File: src/rtl/word_serializer_pkg.sv
// Shared types for the word serializer and the downstream deserializer.
// State encodings are fixed so both ends decode the same values.
package word_serializer_pkg;

    typedef enum logic [1:0] {
        ST_IDLE  = 2'd0,
        ST_SHIFT = 2'd1,
        ST_GAP   = 2'd2
    } ser_state_e;

    localparam int unsigned GAP_CNT_W = 4;
    localparam int unsigned GAP_MAX   = 15;

endpackage

File: src/rtl/word_serializer.sv
// Parallel-to-serial front end for shift_reg: valid/ready word intake,
// one bit per clock on ser_d/ser_en, optional inter-word gap and hold.
module word_serializer
    import word_serializer_pkg::*;
#(
    parameter int unsigned WIDTH     = 8,
    parameter bit          LSB_FIRST = 1'b1,
    parameter int unsigned GAP       = 0
) (
    input  logic             clk,
    input  logic             rst,
    input  logic [WIDTH-1:0] in_data,
    input  logic             in_valid,
    output logic             in_ready,
    input  logic             hold,
    output logic             ser_d,
    output logic             ser_en,
    output logic             frame_start,
    output logic             busy
);

    localparam int unsigned CW = $clog2(WIDTH);
    localparam logic [CW-1:0] LAST_BIT = CW'(WIDTH - 1);
    localparam logic [GAP_CNT_W-1:0] GAP_LAST =
        (GAP > 0) ? GAP_CNT_W'(GAP - 1) : '0;
    localparam bit HAS_GAP = (GAP > 0);

    ser_state_e           state_q, state_d;
    logic [WIDTH-1:0]     sreg_q, sreg_d;
    logic [CW-1:0]        bit_cnt_q, bit_cnt_d;
    logic [GAP_CNT_W-1:0] gap_cnt_q, gap_cnt_d;
    logic                 ser_d_q, ser_d_d;
    logic                 ser_en_q, ser_en_d;
    logic                 frame_q, frame_d;
    logic                 busy_q, busy_d;

    logic             cur_bit;
    logic [WIDTH-1:0] sreg_shift;
    logic             last_bit;
    logic             gap_last;
    logic             ready_raw;
    logic             accept;

    always_comb begin
        if (LSB_FIRST) begin
            cur_bit    = sreg_q[0];
            sreg_shift = {1'b0, sreg_q[WIDTH-1:1]};
        end else begin
            cur_bit    = sreg_q[WIDTH-1];
            sreg_shift = {sreg_q[WIDTH-2:0], 1'b0};
        end
    end

    assign last_bit = (bit_cnt_q == LAST_BIT);
    assign gap_last = (gap_cnt_q == GAP_LAST);

    // The terminal gap cycle also takes the next word, keeping the
    // word period at WIDTH+GAP with busy continuously high.
    always_comb begin
        ready_raw = 1'b0;
        unique case (state_q)
            ST_IDLE:  ready_raw = 1'b1;
            ST_SHIFT: ready_raw = !HAS_GAP && last_bit && !hold;
            ST_GAP:   ready_raw = gap_last;
            default:  ready_raw = 1'b0;
        endcase
    end

    assign in_ready = ready_raw & ~rst;
    assign accept   = in_valid & in_ready;

    always_comb begin
        state_d   = state_q;
        sreg_d    = sreg_q;
        bit_cnt_d = bit_cnt_q;
        gap_cnt_d = gap_cnt_q;
        ser_d_d   = ser_d_q;
        ser_en_d  = 1'b0;
        frame_d   = 1'b0;
        unique case (state_q)
            ST_IDLE: begin
                if (accept) begin
                    sreg_d    = in_data;
                    bit_cnt_d = '0;
                    state_d   = ST_SHIFT;
                end
            end
            ST_SHIFT: begin
                if (!hold) begin
                    ser_d_d   = cur_bit;
                    ser_en_d  = 1'b1;
                    frame_d   = (bit_cnt_q == '0);
                    sreg_d    = sreg_shift;
                    bit_cnt_d = bit_cnt_q + 1'b1;
                    if (last_bit) begin
                        bit_cnt_d = '0;
                        if (HAS_GAP) begin
                            gap_cnt_d = '0;
                            state_d   = ST_GAP;
                        end else if (accept) begin
                            sreg_d = in_data;
                        end else begin
                            state_d = ST_IDLE;
                        end
                    end
                end
            end
            ST_GAP: begin
                gap_cnt_d = gap_cnt_q + 1'b1;
                if (gap_last) begin
                    gap_cnt_d = '0;
                    if (accept) begin
                        sreg_d    = in_data;
                        bit_cnt_d = '0;
                        state_d   = ST_SHIFT;
                    end else begin
                        state_d = ST_IDLE;
                    end
                end
            end
            default: begin
                state_d = ST_IDLE;
            end
        endcase
        busy_d = (state_d != ST_IDLE);
    end

    always_ff @(posedge clk or posedge rst) begin
        if (rst) begin
            state_q   <= ST_IDLE;
            sreg_q    <= '0;
            bit_cnt_q <= '0;
            gap_cnt_q <= '0;
            ser_d_q   <= 1'b0;
            ser_en_q  <= 1'b0;
            frame_q   <= 1'b0;
            busy_q    <= 1'b0;
        end else begin
            state_q   <= state_d;
            sreg_q    <= sreg_d;
            bit_cnt_q <= bit_cnt_d;
            gap_cnt_q <= gap_cnt_d;
            ser_d_q   <= ser_d_d;
            ser_en_q  <= ser_en_d;
            frame_q   <= frame_d;
            busy_q    <= busy_d;
        end
    end

    assign ser_d       = ser_d_q;
    assign ser_en      = ser_en_q;
    assign frame_start = frame_q;
    assign busy        = busy_q;

endmodule

File: config.mk
export PLATFORM = sky130hd
export DESIGN_NAME = word_serializer
export DESIGN_NICKNAME = d
export VERILOG_FILES = /design/src/rtl/word_serializer_pkg.sv /design/src/rtl/word_serializer.sv
export SDC_FILE = /design/constraint.sdc
export NUM_CORES = 1
export LEC_CHECK = 0
export BUFFER_PORTS_ARGS = -buffer_cell sky130_fd_sc_hd__buf_2
export CAP_MARGIN = 20
export CORE_MARGIN = 2
export CORE_UTILIZATION = 50
export DETAILED_ROUTE_END_ITERATION = 8
export PLACE_DENSITY = 0.72
export SYNTH_ARGS = -nofsm -noshare
export SYNTH_HDL_FRONTEND = slang
export SYNTH_SLANG_ARGS = --single-unit
export TNS_END_PERCENT = 30
File: constraint.sdc
create_clock -name clk -period 4 [get_ports clk]
set_clock_uncertainty 0.2 [all_clocks]
set_input_delay 0.4 -clock clk [delete_from_list [all_inputs] [get_ports clk]]
set_output_delay 0.4 -clock clk [all_outputs]
set_load 0.02 [all_outputs]
* After elaboration in Yosys (flattened, before gate mapping)
Cells that the tools add are included.
** Storage, ports and cells
- Bits of input ports :: 12
- Register bits after elaboration :: 21
- Output and inout port bits :: 5
** Operators by class
- Muxes and demuxes :: 24
- Eq/ne operators :: 5
- Reductions and logical operators :: 9
- $add $sub $neg :: 2
- Bitwise gates (word level) :: 4
** Operator list (count)
- 8-bit two-way mux :: 5
- 8-bit case mux with 3 select lines :: 1
- 3-bit two-way mux :: 4
- 2-bit two-way mux :: 5
- 3-bit case mux with 3 select lines :: 1
- 2-bit case mux with 3 select lines :: 1
- 1-bit two-way mux :: 5
- 4-bit by 1-bit adder with 4-bit output (second input constant) :: 1
- 4-bit logical NOT :: 1
- 4-bit two-way mux :: 1
- 2-bit != test (second input constant) :: 2
- 3-bit by 1-bit adder with 3-bit output (second input constant) :: 1
- 3-bit equality test (second input constant) :: 1
- 3-bit logical NOT :: 1
- 1-bit case mux with 3 select lines :: 1
- 3-bit AND reduction :: 1
- 3-bit nonzero test :: 1
- 1-bit AND :: 2
- 2-bit by 1-bit equality test with 1-bit output (second input constant) :: 1
- 2-bit equality test (second input constant) :: 1
- 2-bit logical NOT :: 1
- 1-bit inverter :: 2
- 2-bit AND reduction :: 1
- 2-bit nonzero test :: 1
- 2 further kinds :: 2

* Logic depth before layout (Yosys ltp)
- Word-level depth :: 10
- Mapped depth :: 7
- Depth with buffers taken out :: 6

* Worst setup path after synthesis
Ideal clock, no wire load.
- Kind :: reg2out
- Start point :: register gap_cnt_q[0]
- End point :: output in_ready
- Buffers on the path :: 0
- Cell stages (with the launch flop) :: 7
- Arrival time :: 1.449 ns
- Slack :: 1.951 ns
- Cells stage by stage :: dfrtp_1 > inv_1 > ha_1 > or3b_4 > a21oi_1 > nor2_1 > nor2_1
** On the way
- Cells in the longest elaborated chain, start to end :: 3
** RTL lines
- start, declared :: line word_serializer.sv:31 : logic [GAP_CNT_W-1:0] gap_cnt_q, gap_cnt_d;
- start signal, assigned :: line word_serializer.sv:142 : gap_cnt_q <= gap_cnt_d;
- 4-bit logical NOT :: line word_serializer.sv:55 : assign gap_last = (gap_cnt_q == GAP_LAST);
- 1-bit case mux with 3 select lines :: line word_serializer.sv:61 : unique case (state_q)
- 1-bit AND :: line word_serializer.sv:69 : assign in_ready = ready_raw & ~rst;
- end, declared :: line word_serializer.sv:14 : output logic in_ready,
Every way passes these cells.

* Worst setup path in the final report
Ends and elaborated chain as after synthesis.

==> results_dict.tcl <==
set metrics [dict create \
    yosysSeqAreaShare_pct 48.67 \
    fin_cells 131 \
    grt_pass1_vias 653 \
    htree_levels 1 \
    max_slew_margin_pct 47.84 \
    clock.fmax_mhz 406.4 \
    cp-endpoint "in_ready" \
    finalSetupViolCount 0 \
    ys.flop_type "dfrtp_1" \
    path_clk_slew_ps 110 \
    syn-mean-instance-area_um2 12.70 \
    power.density_nw_per_um2 563.6 \
    ys_warn_count 0 \
    grt_pass1_wl_um 2932 \
    placedCellCount 126 \
    final_nets 122 \
    path_buf_inv 2 \
    rsz0062_at_grt "no" \
    drive_gt1_share_pct 31.73 \
    worst_ep_arrival_time_ps 1860 \
    cts_tree "done" \
    grt_max_degree 22 \
    fillers 173 \
    design.core.area_um2 2002 \
    drv_cap 0 \
    startpoint_type "flop" \
    finalHoldViolCount 0 \
    dp_hpwl_um 1256 \
    dieHeight_um 50.47 \
    ys_ff_latch 21 \
    slew_viol_final 0 \
    outcome "completed" \
    gp_congestion 0.7638 \
    io_pins 17 \
    avgViaCountPerCell 5.191 \
    cp.depth 7 \
    critPathMostFrequentCell "nor2_1" \
    die_w_um 50.47 \
    hold_buffers 0 \
    synth_edf_count 0 \
    cts-root-buf "clkbuf_4" \
    post_cts_buffers 0 \
    cp_slowest_stage_delay_ps 420 \
    first_iter_violations 6 \
    required_ps 3400 \
    r2r_slack_ps 1690 \
    initial_utilization_pct 53.94 \
    grt_remaining_overflow 0 \
    grt_usage_pct 15.67 \
    postRouteAntennaNets 0 \
    rows 16 \
    worstReg2RegStart "bit_cnt_q[0]" \
    endpoint_kind "primary output" \
    hold_path_class "input pin to async pin" \
    r2r_end "sreg_q[0]" \
    clockBufferDepth 2 \
    async_flop_share_pct 100.0 \
    path_max_fanout 5 \
    ys_types 31 \
    startpoint "gap_cnt_q[0]" \
    drc 0 \
    tightest_slew_ps 781.5 \
    ctsResizeCount 0 \
    cp_top_family "simple AND/OR/NAND/NOR gates" \
    syn_area_um2 1080 \
    portBuffers 16 \
    synthCells 85 \
    syn_nets 102 \
    numCtsBuffers 3 \
    dieArea_um2 2547 \
    worst-setup-path-type "flop to primary output" \
    max-vdd-ir-drop_uv 304.1 \
    crit_slowest_cell "dfrtp_1" \
    antenna_found_initial 0 \
    fin_crit_sh_pct 61.51 \
    insertion_delay_ps 300 \
    wire_per_inst_um 13.09 \
    tns_ps 0 \
    vias 680 \
    numClockSinks 21 \
    fin_crit_ps 2460 \
    drt_pass1_iterations 4 \
    num_antenna_cells 0 \
    crit_chain "inv_1 -> ha_1 -> or3b_4 -> a21oi_1 -> nor2_1 -> nor2_1 -> buf_2" \
    wl_um 1715 \
    syn2layout_area_growth_pct 11.59 \
    reg2reg_depth 6 \
    p_leak_uw 0.0006260 \
]
-- registers in the layout, indices dropped and copies added, names as in the netlist --
register and cells:
ser_d 1, sreg_q 8, gap_cnt_q 4, state_q 2, bit_cnt_q 3, frame_start 1, ser_en 1, busy 1
-- power breakdown --
part / switching (uW) / total (uW) / internal, uW
clock network: 60.5 / 99.3 / 38.8
logic: 115 / 264 / 149
registers: 40.5 / 316 / 276
-- final cells by class --
cell class | instances | area, um2 | share of cell area (%)
Tap cell | 27 | 33.78 | 2.804
Inverter | 5 | 18.77 | 1.558
Timing Repair Buffer | 17 | 87.58 | 7.269
Multi-Input combinational cell | 57 | 513.0 | 42.58
Sequential cell | 21 | 525.5 | 43.61
Clock buffer | 4 | 26.28 | 2.181
-- cells in the mapped netlist, drive strengths merged (2+ instances only) --
| cell | count | area (um2) |
|---|---|---|
| ha | 5 | 62.56 |
| nand2 | 4 | 15.01 |
| mux2 | 17 | 221.5 |
| inv | 5 | 18.77 |
| nor2 | 7 | 28.78 |
| a21o | 2 | 15.01 |
| nand2b | 3 | 26.27 |
| o21ai | 2 | 10.00 |
| buf | 2 | 22.52 |
| nor2b | 2 | 12.51 |
| dfrtp | 21 | 525.5 |
-- metal layers --
metal,GRT usage [%],up-vias,routed length (um)
li1,-,329,-
met1,19.26,326,764
met2,25.66,23,820
met3,5.655,2,115
met4,4.955,0,15
met5,0,-,0
-- cell families (layout without fill, tap and decap cells) --
| logic type | Yosys count | after routing | share of synthesized area, % |
|---|---|---|---|
| AOI/OAI and AO/OA | 9 | 9 | 6.372 |
| xor gates and xnor gates | 1 | 1 | 0.8113 |
| buffers and inverters | 7 | 26 | 3.824 |
| DFF | 21 | 21 | 48.67 |
| adders and majority gates | 5 | 5 | 5.794 |
| muxes | 18 | 18 | 21.44 |
| and+or+nand+nor | 24 | 24 | 13.09 |
-- layout by cell type, fill, tap and decap left out, types with 2 or more instances in the layout --
cell type and instances:
dfrtp_1 21, buf_2 16, mux2_1 8, mux2_4 8
nor2_1 6, inv_1 5, ha_1 5, nand2_1 4
clkbuf_4 3, nand2b_1 2, nor2b_1 2, a21o_1 2
-- through the flow --
stage                     hold slack [ps]  setup WS, ps  instance area, um2  total power, uW  utilization [%]
final                               41.75          1540                1205            679.1            60.19
after global routing                68.49          1418                1205            727.5            60.19
after CTS                           63.59          1394                1197            682.6            59.81
after detailed placement            273.6          1422                1171            582.4            58.50
after global placement              262.6          1505                1171            573.8            58.50
after floorplan                     176.5          1951                1080            532.9                -
-- worst min-delay path by stage --
stage / cells after the start / start / end / slack (ps)
2_1_floorplan: 1 / rst / bit_cnt_q[0] / 180
3_3_place_gp: 1 / ser_d / ser_d / 260
3_5_place_dp: 1 / ser_d / ser_d / 270
4_1_cts: 2 / rst / bit_cnt_q[1] / 60
5_1_grt: 2 / hold / frame_start / 70
6_report: 2 / rst / bit_cnt_q[1] / 40
Power figures use the tool's default switching activity.
